--- config.mk ---
export PLATFORM = sky130hd
export DESIGN_NAME = dl_ant_pow_meas
export DESIGN_NICKNAME = d
export VERILOG_FILES = /design/src/rtl/dl_path_pkg.sv /design/src/rtl/dl_pow_sq.sv /design/src/rtl/dl_ant_pow_meas.sv
export SDC_FILE = /design/constraint.sdc
export NUM_CORES = 2
export LEC_CHECK = 0
export ABC_CLOCK_PERIOD_IN_PS = 8960
export BUFFER_PORTS_ARGS = -buffer_cell sky130_fd_sc_hd__buf_4
export CORE_MARGIN = 1.5
export CORE_UTILIZATION = 55
export CTS_CLUSTER_DIAMETER = 30
export DETAILED_ROUTE_END_ITERATION = 16
export GPL_TIMING_DRIVEN = 0
export PLACE_DENSITY = 0.84
export SETUP_SLACK_MARGIN = 0.1
export SYNTH_ARGS = -nofsm -noshare
export SYNTH_HDL_FRONTEND = slang
export SYNTH_SLANG_ARGS = --single-unit
--- constraint.sdc ---
create_clock -name clk -period 8.96 [get_ports clk]
set_input_delay 0 -clock clk [delete_from_list [all_inputs] [get_ports clk]]
set_output_delay 0 -clock clk [all_outputs]
set_load 0.05 [all_outputs]
--- src/rtl/dl_path_pkg.sv ---
// Shared downlink-path constants: IQ field layout, measurement FSM encoding
// and the input-to-result latency of the antenna power meter.
package dl_path_pkg;

  localparam int XNUM_DEF = 4;

  localparam int I_MSB = 31;
  localparam int I_LSB = 16;
  localparam int Q_MSB = 15;
  localparam int Q_LSB = 0;

  // Edges from sampling the last window input to the published result.
  localparam int POW_LAT = 4;

  typedef enum logic [1:0] {
    ST_IDLE = 2'd0,
    ST_ACC  = 2'd1,
    ST_DONE = 2'd2
  } state_e;

endpackage

--- src/rtl/dl_pow_sq.sv ---
// Two-stage registered I^2+Q^2 for one 32-bit IQ sample; the valid flag and
// an opaque tag travel alongside so the caller can route the result.
module dl_pow_sq
  import dl_path_pkg::*;
#(
  parameter int TAG_W = 4
) (
  input  logic             clk,
  input  logic             syn_rst_n,
  input  logic             i_vld,
  input  logic [31:0]      i_iq,
  input  logic [TAG_W-1:0] i_tag,
  output logic             o_vld,
  output logic [31:0]      o_pow,
  output logic [TAG_W-1:0] o_tag
);

  logic signed [30:0] i_ext, q_ext;
  logic               s1_vld_q, s1_vld_d;
  logic [30:0]        isq_q, isq_d, qsq_q, qsq_d;
  logic [TAG_W-1:0]   s1_tag_q, s1_tag_d;
  logic               s2_vld_q, s2_vld_d;
  logic [31:0]        sum_q, sum_d;
  logic [TAG_W-1:0]   s2_tag_q, s2_tag_d;

  // Sign-extend to 31 bits: the largest square, (-32768)^2 = 2^30, still fits.
  always_comb begin
    i_ext    = {{15{i_iq[I_MSB]}}, i_iq[I_MSB:I_LSB]};
    q_ext    = {{15{i_iq[Q_MSB]}}, i_iq[Q_MSB:Q_LSB]};
    s1_vld_d = i_vld;
    isq_d    = i_ext * i_ext;
    qsq_d    = q_ext * q_ext;
    s1_tag_d = i_tag;
    s2_vld_d = s1_vld_q;
    sum_d    = {1'b0, isq_q} + {1'b0, qsq_q};
    s2_tag_d = s1_tag_q;
  end

  always_ff @(posedge clk) begin
    if (!syn_rst_n) begin
      s1_vld_q <= 1'b0;
      isq_q    <= '0;
      qsq_q    <= '0;
      s1_tag_q <= '0;
      s2_vld_q <= 1'b0;
      sum_q    <= '0;
      s2_tag_q <= '0;
    end else begin
      s1_vld_q <= s1_vld_d;
      isq_q    <= isq_d;
      qsq_q    <= qsq_d;
      s1_tag_q <= s1_tag_d;
      s2_vld_q <= s2_vld_d;
      sum_q    <= sum_d;
      s2_tag_q <= s2_tag_d;
    end
  end

  assign o_vld = s2_vld_q;
  assign o_pow = sum_q;
  assign o_tag = s2_tag_q;

endmodule

--- src/rtl/dl_ant_pow_meas.sv ---
// Per-antenna mean power over 2^WIN_LOG2 rounds of the antenna-interleaved
// downlink stream; all XNUM means are published together with a valid pulse.
module dl_ant_pow_meas
  import dl_path_pkg::*;
#(
  parameter int XNUM     = XNUM_DEF,
  parameter int WIN_LOG2 = 10
) (
  input  logic              clk,
  input  logic              syn_rst_n,
  input  logic              i_meas_en,
  input  logic              i_fram_hd,
  input  logic [31:0]       i_data,
  input  logic              i_data_valid,
  output logic [XNUM*32-1:0] o_pow,
  output logic              o_meas_valid,
  output logic [15:0]       o_win_cnt,
  output logic              o_busy
);

  localparam int SW    = (XNUM > 1) ? $clog2(XNUM) : 1;
  localparam int AW    = 32 + WIN_LOG2;
  localparam int TAG_W = SW + 2;
  localparam logic [SW-1:0] SLOT_LAST = SW'(XNUM - 1);

  state_e                    state_q, state_d;
  logic [SW-1:0]             slot_q, slot_d, eff_slot;
  logic [WIN_LOG2-1:0]       smp_q, smp_d, eff_smp;
  logic                      hd, accept, is_last, is_first;
  logic                      in_v_q, in_v_d;
  logic [31:0]               in_data_q, in_data_d;
  logic [TAG_W-1:0]          in_tag_q, in_tag_d;
  logic                      sq_v;
  logic [31:0]               sq_pow;
  logic [TAG_W-1:0]          sq_tag;
  logic [XNUM-1:0][AW-1:0]   acc_q, acc_d;
  logic                      pub_q, pub_d;
  logic [XNUM*32-1:0]        pow_q, pow_d;
  logic                      mv_q, mv_d;
  logic [15:0]               wcnt_q, wcnt_d;

  // Tag layout: {last, first, slot}. A frame head forces slot 0 / sample 0,
  // so a head on what would be the last sample can never be tagged last.
  always_comb begin
    hd       = i_data_valid & i_fram_hd;
    eff_slot = hd ? '0 : slot_q;
    eff_smp  = hd ? '0 : smp_q;
    is_last  = (eff_slot == SLOT_LAST) && (&eff_smp);
    is_first = (eff_slot == '0) && (eff_smp == '0);
    accept   = 1'b0;
    state_d  = state_q;
    slot_d   = slot_q;
    smp_d    = smp_q;
    unique case (state_q)
      ST_IDLE: begin
        slot_d = '0;
        smp_d  = '0;
        accept = hd & i_meas_en;
        if (accept) state_d = ST_ACC;
      end
      ST_ACC: begin
        if (!i_meas_en) state_d = ST_IDLE;
        else            accept  = i_data_valid;
        if (accept && is_last) state_d = ST_DONE;
      end
      ST_DONE: begin
        accept = i_data_valid & i_meas_en;
        if (pub_q) state_d = i_meas_en ? ST_ACC : ST_IDLE;
      end
      default: state_d = ST_IDLE;
    endcase
    if (accept) begin
      if (eff_slot == SLOT_LAST) begin
        slot_d = '0;
        smp_d  = eff_smp + 1'b1;
      end else begin
        slot_d = eff_slot + 1'b1;
        smp_d  = eff_smp;
      end
    end
    in_v_d    = accept;
    in_data_d = i_data;
    in_tag_d  = {is_last && (state_q == ST_ACC), is_first, eff_slot};
  end

  dl_pow_sq #(
    .TAG_W (TAG_W)
  ) u_pow_sq (
    .clk       (clk),
    .syn_rst_n (syn_rst_n),
    .i_vld     (in_v_q),
    .i_iq      (in_data_q),
    .i_tag     (in_tag_q),
    .o_vld     (sq_v),
    .o_pow     (sq_pow),
    .o_tag     (sq_tag)
  );

  // A first-tagged sample wipes leftovers of any aborted window before adding.
  always_comb begin
    acc_d = acc_q;
    pub_d = 1'b0;
    if (state_q == ST_IDLE || pub_q) acc_d = '0;
    if (sq_v && state_q != ST_IDLE) begin
      if (sq_tag[SW]) acc_d = '0;
      acc_d[sq_tag[SW-1:0]] = acc_d[sq_tag[SW-1:0]] + {{WIN_LOG2{1'b0}}, sq_pow};
      pub_d = sq_tag[SW+1];
    end
    pow_d  = pow_q;
    mv_d   = 1'b0;
    wcnt_d = wcnt_q;
    if (pub_q) begin
      for (int k = 0; k < XNUM; k++) pow_d[32*k +: 32] = acc_q[k][WIN_LOG2 +: 32];
      mv_d   = 1'b1;
      wcnt_d = wcnt_q + 16'd1;
    end
  end

  always_ff @(posedge clk) begin
    if (!syn_rst_n) begin
      state_q   <= ST_IDLE;
      slot_q    <= '0;
      smp_q     <= '0;
      in_v_q    <= 1'b0;
      in_data_q <= '0;
      in_tag_q  <= '0;
      acc_q     <= '0;
      pub_q     <= 1'b0;
      pow_q     <= '0;
      mv_q      <= 1'b0;
      wcnt_q    <= '0;
    end else begin
      state_q   <= state_d;
      slot_q    <= slot_d;
      smp_q     <= smp_d;
      in_v_q    <= in_v_d;
      in_data_q <= in_data_d;
      in_tag_q  <= in_tag_d;
      acc_q     <= acc_d;
      pub_q     <= pub_d;
      pow_q     <= pow_d;
      mv_q      <= mv_d;
      wcnt_q    <= wcnt_d;
    end
  end

  assign o_pow        = pow_q;
  assign o_meas_valid = mv_q;
  assign o_win_cnt    = wcnt_q;
  assign o_busy       = (state_q == ST_ACC);

endmodule

# After elaboration in Yosys (flattened, before gate mapping)
# Cells that the tools add are included.
# op_classes
add_sub_neg,5
order_cmp,2
reduce_logical,15
n_eq_ne,6
multipliers,2
bitwise_logic,3
mux,27
# op_table
cell,count
168-bit two-way mux,4
168-bit bitwise mux,1
42-bit binary-select mux with 2-bit select,1
42-bit demux with 2-bit select,1
42-bit two-way mux,2
16-bit by 16-bit multiplier with 31-bit output,2
42-bit by 32-bit adder with 42-bit output,1
10-bit two-way mux,4
31-bit by 31-bit adder with 32-bit output,1
"16-bit by 1-bit adder with 16-bit output, second input constant",1
2-bit two-way mux,8
"10-bit by 1-bit adder with 10-bit output, second input constant",1
10-bit zero test,1
10-bit AND reduction,1
1-bit logical AND,6
2-bit one-hot mux with 3 select lines,1
"2-bit == test, second input constant",2
2-bit zero test,2
1-bit two-way mux,4
"2-bit != test, second input constant",2
2-bit nonzero test,2
1-bit bitwise AND,3
"2-bit by 3-bit < comparator with 1-bit output, second input constant",1
"3-bit by 2-bit != test with 1-bit output, second input constant",1
7 further kinds,7
# totals
regBits,469
in_bits,37
out_inout_bits,146

# Longest topological paths before layout
# depth
word_depth,10
ltp_mapped,25
ltp_nobuf,24

# Modules after synthesis
# From an unflattened synthesis, not the netlist that was laid out.
# hier_totals
cells_unflattened,3970
area_unflattened_um2,36740.2
# modules_own_cells
module,cells_each,area_each_um2,instances,seq_area_each_um2
dl_pow_sq,2279,20977.6,1,2042.0
dl_ant_pow_meas,1691,15762.6,1,7307.0

# Least setup slack after synthesis
# OpenSTA, ideal clock, no wires.
# synth_path
path_type,reg2reg
start,reg in_data_q[4]
end,reg u_pow_sq.qsq_q[28]
setup_ps,128
stages_incl_launch_ff,21
arrival_ps,6015
setup_slack_ps,2817
path_buffers,2
path_cell_list,dfxtp_1 -> clkbuf_1 -> clkbuf_1 -> nand2_1 -> fa_1 -> fa_1 -> inv_1 -> fa_1 -> fa_1 -> fa_1 -> inv_1 -> fa_1 -> inv_1 -> ha_1 -> or3_1 -> o21ai_0 -> a21oi_1 -> a221o_1 -> o41ai_1 -> xor2_1 -> nor2_1
# synth_between
elab_chain_cells,1
# synth_lines
element,line_no,text
start: declaration,dl_ant_pow_meas.sv:31,"logic [31:0] in_data_q, in_data_d;"
start signal: assignment,dl_ant_pow_meas.sv:137,in_data_q <= in_data_d;
16-bit by 16-bit multiplier with 31-bit output,dl_pow_sq.sv:32,qsq_d = q_ext * q_ext;
end signal: assignment,dl_pow_sq.sv:51,qsq_q <= qsq_d;
end: declaration,dl_pow_sq.sv:20,"logic [30:0] isq_q, isq_d, qsq_q, qsq_d;"
# No other way between the ends.
# A chain may end at the register's enable or synchronous reset.

# Worst setup path after layout
# layout_path
start,reg in_data_q[4]
end,reg u_pow_sq.qsq_q[30]
# The elaborated chain is that of the path after synthesis.

==> results.ini <==
[timing]
fin_skew_ns = 0.0453
period_minus_slack_ns = 7.35
slew_violations = 0
setup_viol = 0
tns_ns = 0
grt_setup_unrepaired = false
min_period_over_period_pct = 82.0
maxSlewHeadroom_pct = 7.46
final-hold-violation-count = 0
worst_slew_pin_slew_ns = 1.39
max_freq_mhz = 136

[placed_design]
io_buffers = 181
gp_congestion = 0.955
dp_hpwl_um = 78600

[drt]
drcViolationCount = 0
drtPass1Iterations = 10
drt_iter0_markers = 2645
wl_per_cell_um = 20.0
drt_wl_total_um = 103000
drtAntennaViolNets = 0
vias = 29400
via_per_inst = 5.73

[global_routing]
track_usage_pct = 30.6
grt_pass1_vias = 31200
use_met3_pct = 6.12
antenna_found_initial = 3
grt_remaining_overflow = 0
grt_max_degree = 15
top_usage_layer = met2
use_met1_pct = 35.4
use_met2_pct = 52.6
grt_pass1_wl_um = 162000

[synthesis]
async_flop_share_pct = 0
yosysWarnings = 0
postSynthCellCount = 3889
synth_area_um2 = 36600
seq_area_frac_synth_pct = 25.6
ys_ff_latch = 467
synth-edff-count = 0
synth-main-ff-cell = dfxtp_1
synth_top_area_cell = dfxtp_1
synth.area.top_cells = dfxtp_1, fa_1, ha_1
synth_fp_nets = 4627
netlist.area_leader.share_pct = 25.6
syn_avg_cell_area_um2 = 9.40
synth.distinct_cells = 82

[cells_and_area]
finalNetCount = 4937
layout_commonest_cell = inv_1
drive_above_1_share_pct = 9.74
final_cell_mix = inv_1, dfxtp_1, fa_1
syn2layout_area_growth_pct = 16.4

[worst_setup_path]
path_cells = clkbuf_1, clkbuf_1, nand2_1, fa_1, fa_1, inv_1, fa_1, fa_1, fa_1, inv_1, fa_1, inv_1, ha_1, or3_1, o21ai_0, a21oi_1, a221o_1, o32ai_1, xnor2_1, nor2_1
cp_slowest_cell = fa_1
crit_buf_inv = 5
worstPathMaxFanout = 10
crit_path_max_incr_delay_ns = 0.66
crit_required_ns = 9.42
path_delay_family = adder cells
cpMostUsedCell = fa_1
startpoint_type = flop
endpoint_kind = flop
cp.arrival_ns = 7.81
crit_type = reg -> reg

[cts]
cts_htree_levels = 3
clock_sinks = 467
insertion_delay_ns = 0.67
numCtsBuffers = 88
cts_resized = 0
clk_pin_slew_ns = 0.05
cts_max_path_buffers = 3
cts_tree = done
root_buffer = clkbuf_16

[floorplan]
die-area_um2 = 68000
start_util_pct = 55.6
io_pins = 183
rows = 94
die_w_um = 261
core_area_um2 = 65700
die_h_um = 261

[power]
power_leakage_nw = 20.0
fin_total_pwr_mw = 8.94
vdd_ir_drop_max_v = 0.000159
power_density_nw_per_um2 = 210

[run]
cap_violations = 0

[outcome]
status = complete, no violations

[worst_hold_path]
worstHoldPathType = in -> reg

==> routing by layer <==
layer	vias to the layer above	wire length, um
li1	13100	-
met1	14400	37400
met2	1550	50200
met3	428	8890
met4	4	6250
met5	-	27
==> registers in the layout, summed over array words and instances (netlist names), 10 cells and up <==
name and cells:
o_win_cnt 16, u_pow_sq.isq_q 30, in_data_q 32, acc_q 168, o_pow 128, u_pow_sq.qsq_q 30, smp_q 10, u_pow_sq.o_pow 32
==> cell type report <==
cell class                 instances  area (um^2)
tap                              864         1080
timing repair buffer             220         1750
multi-input combinational       2577        24000
inverter                         686         2570
sequential                       467         9350
clock inverter                    56          772
buffer                           159          609
fill                            4967        23200
antenna                            1         2.50
clock buffer                     107         2390
==> where the power goes <==
group | switching [mW] | internal (mW) | total, mW
clock | 1.24 | 2.23 | 3.47
sequential | 0.0707 | 2.24 | 2.31
combinational | 1.91 | 1.25 | 3.16
total | 3.22 | 5.72 | 8.94
==> what timing repair did <==
action,4_1_cts,5_1_grt
buffers inserted,0,0
hold endpoints to repair,38,0
hold buffers,39,0
==> metrics by stage <==
stage	hold slack (ns)	util, %	cells	area (um^2)	setup WS [ns]
3_3_place_gp	0.209	59.3	4934	39000	1.79
2_1_floorplan	0.127	-	3889	36600	2.82
5_1_grt	0.118	64.7	5136	42600	1.24
6_report	0.0973	64.7	5137	42600	1.61
4_1_cts	0.0841	64.7	5136	42600	1.70
3_5_place_dp	0.210	59.3	4934	39000	1.74
==> cell families (layout without fill, tap and decap cells) <==
| group | Yosys count | after routing | synth area share (%) |
|---|---|---|---|
| XOR/XNOR | 147 | 147 | 3.54 |
| adder cells (fa/ha/maj) | 701 | 701 | 33.4 |
| AO/OA/AOI/OAI | 535 | 535 | 9.91 |
| multiplexers | 174 | 174 | 6.11 |
| buffers and inverters | 845 | 1228 | 8.71 |
| AND/OR/NAND/NOR | 1020 | 1020 | 12.7 |
| flip-flops | 467 | 467 | 25.6 |
| other | 0 | 1 | 0 |
==> worst register-to-register path, delay by kind of cell, from the launching register on <==
family	cells	cell delay, ns
flip-flops	1	0.40
AND/OR/NAND/NOR	3	0.68
XOR/XNOR	1	0.25
adder cells (fa/ha/maj)	7	3.53
buffers and inverters	5	1.40
AO/OA/AOI/OAI	4	0.91
==> final timing paths <==
| check | to | cells after the start | from | slack [ns] |
|---|---|---|---|---|
| min reg2reg | u_pow_sq.o_vld | 1 | u_pow_sq.s1_vld_q | 0.43 |
| max | u_pow_sq.qsq_q[30] | 20 | in_data_q[4] | 1.61 |
| min | in_data_q[19] | 3 | i_data[19] | 0.1 |
| max reg2reg | u_pow_sq.qsq_q[30] | 20 | in_data_q[4] | 1.61 |
==> cells in the mapped netlist, drive strengths merged (11+ instances only) <==
library cell and count:
a21o 54, nor2 416, o21a 16, mux4 39
a21oi 133, nand2 264, a211oi 24, buf 19
nor2b 16, a22oi 66, mux2i 133, inv 684
a31oi 15, clkbuf 140, dfxtp 467, xnor2 86
fa 459, ha 242, xor2 61, nand2b 21
nor3 28, o21ai 96, o21bai 11, and3 33
and2 156, a22o 59, nand3 33
(Power assumes the default switching activity.)
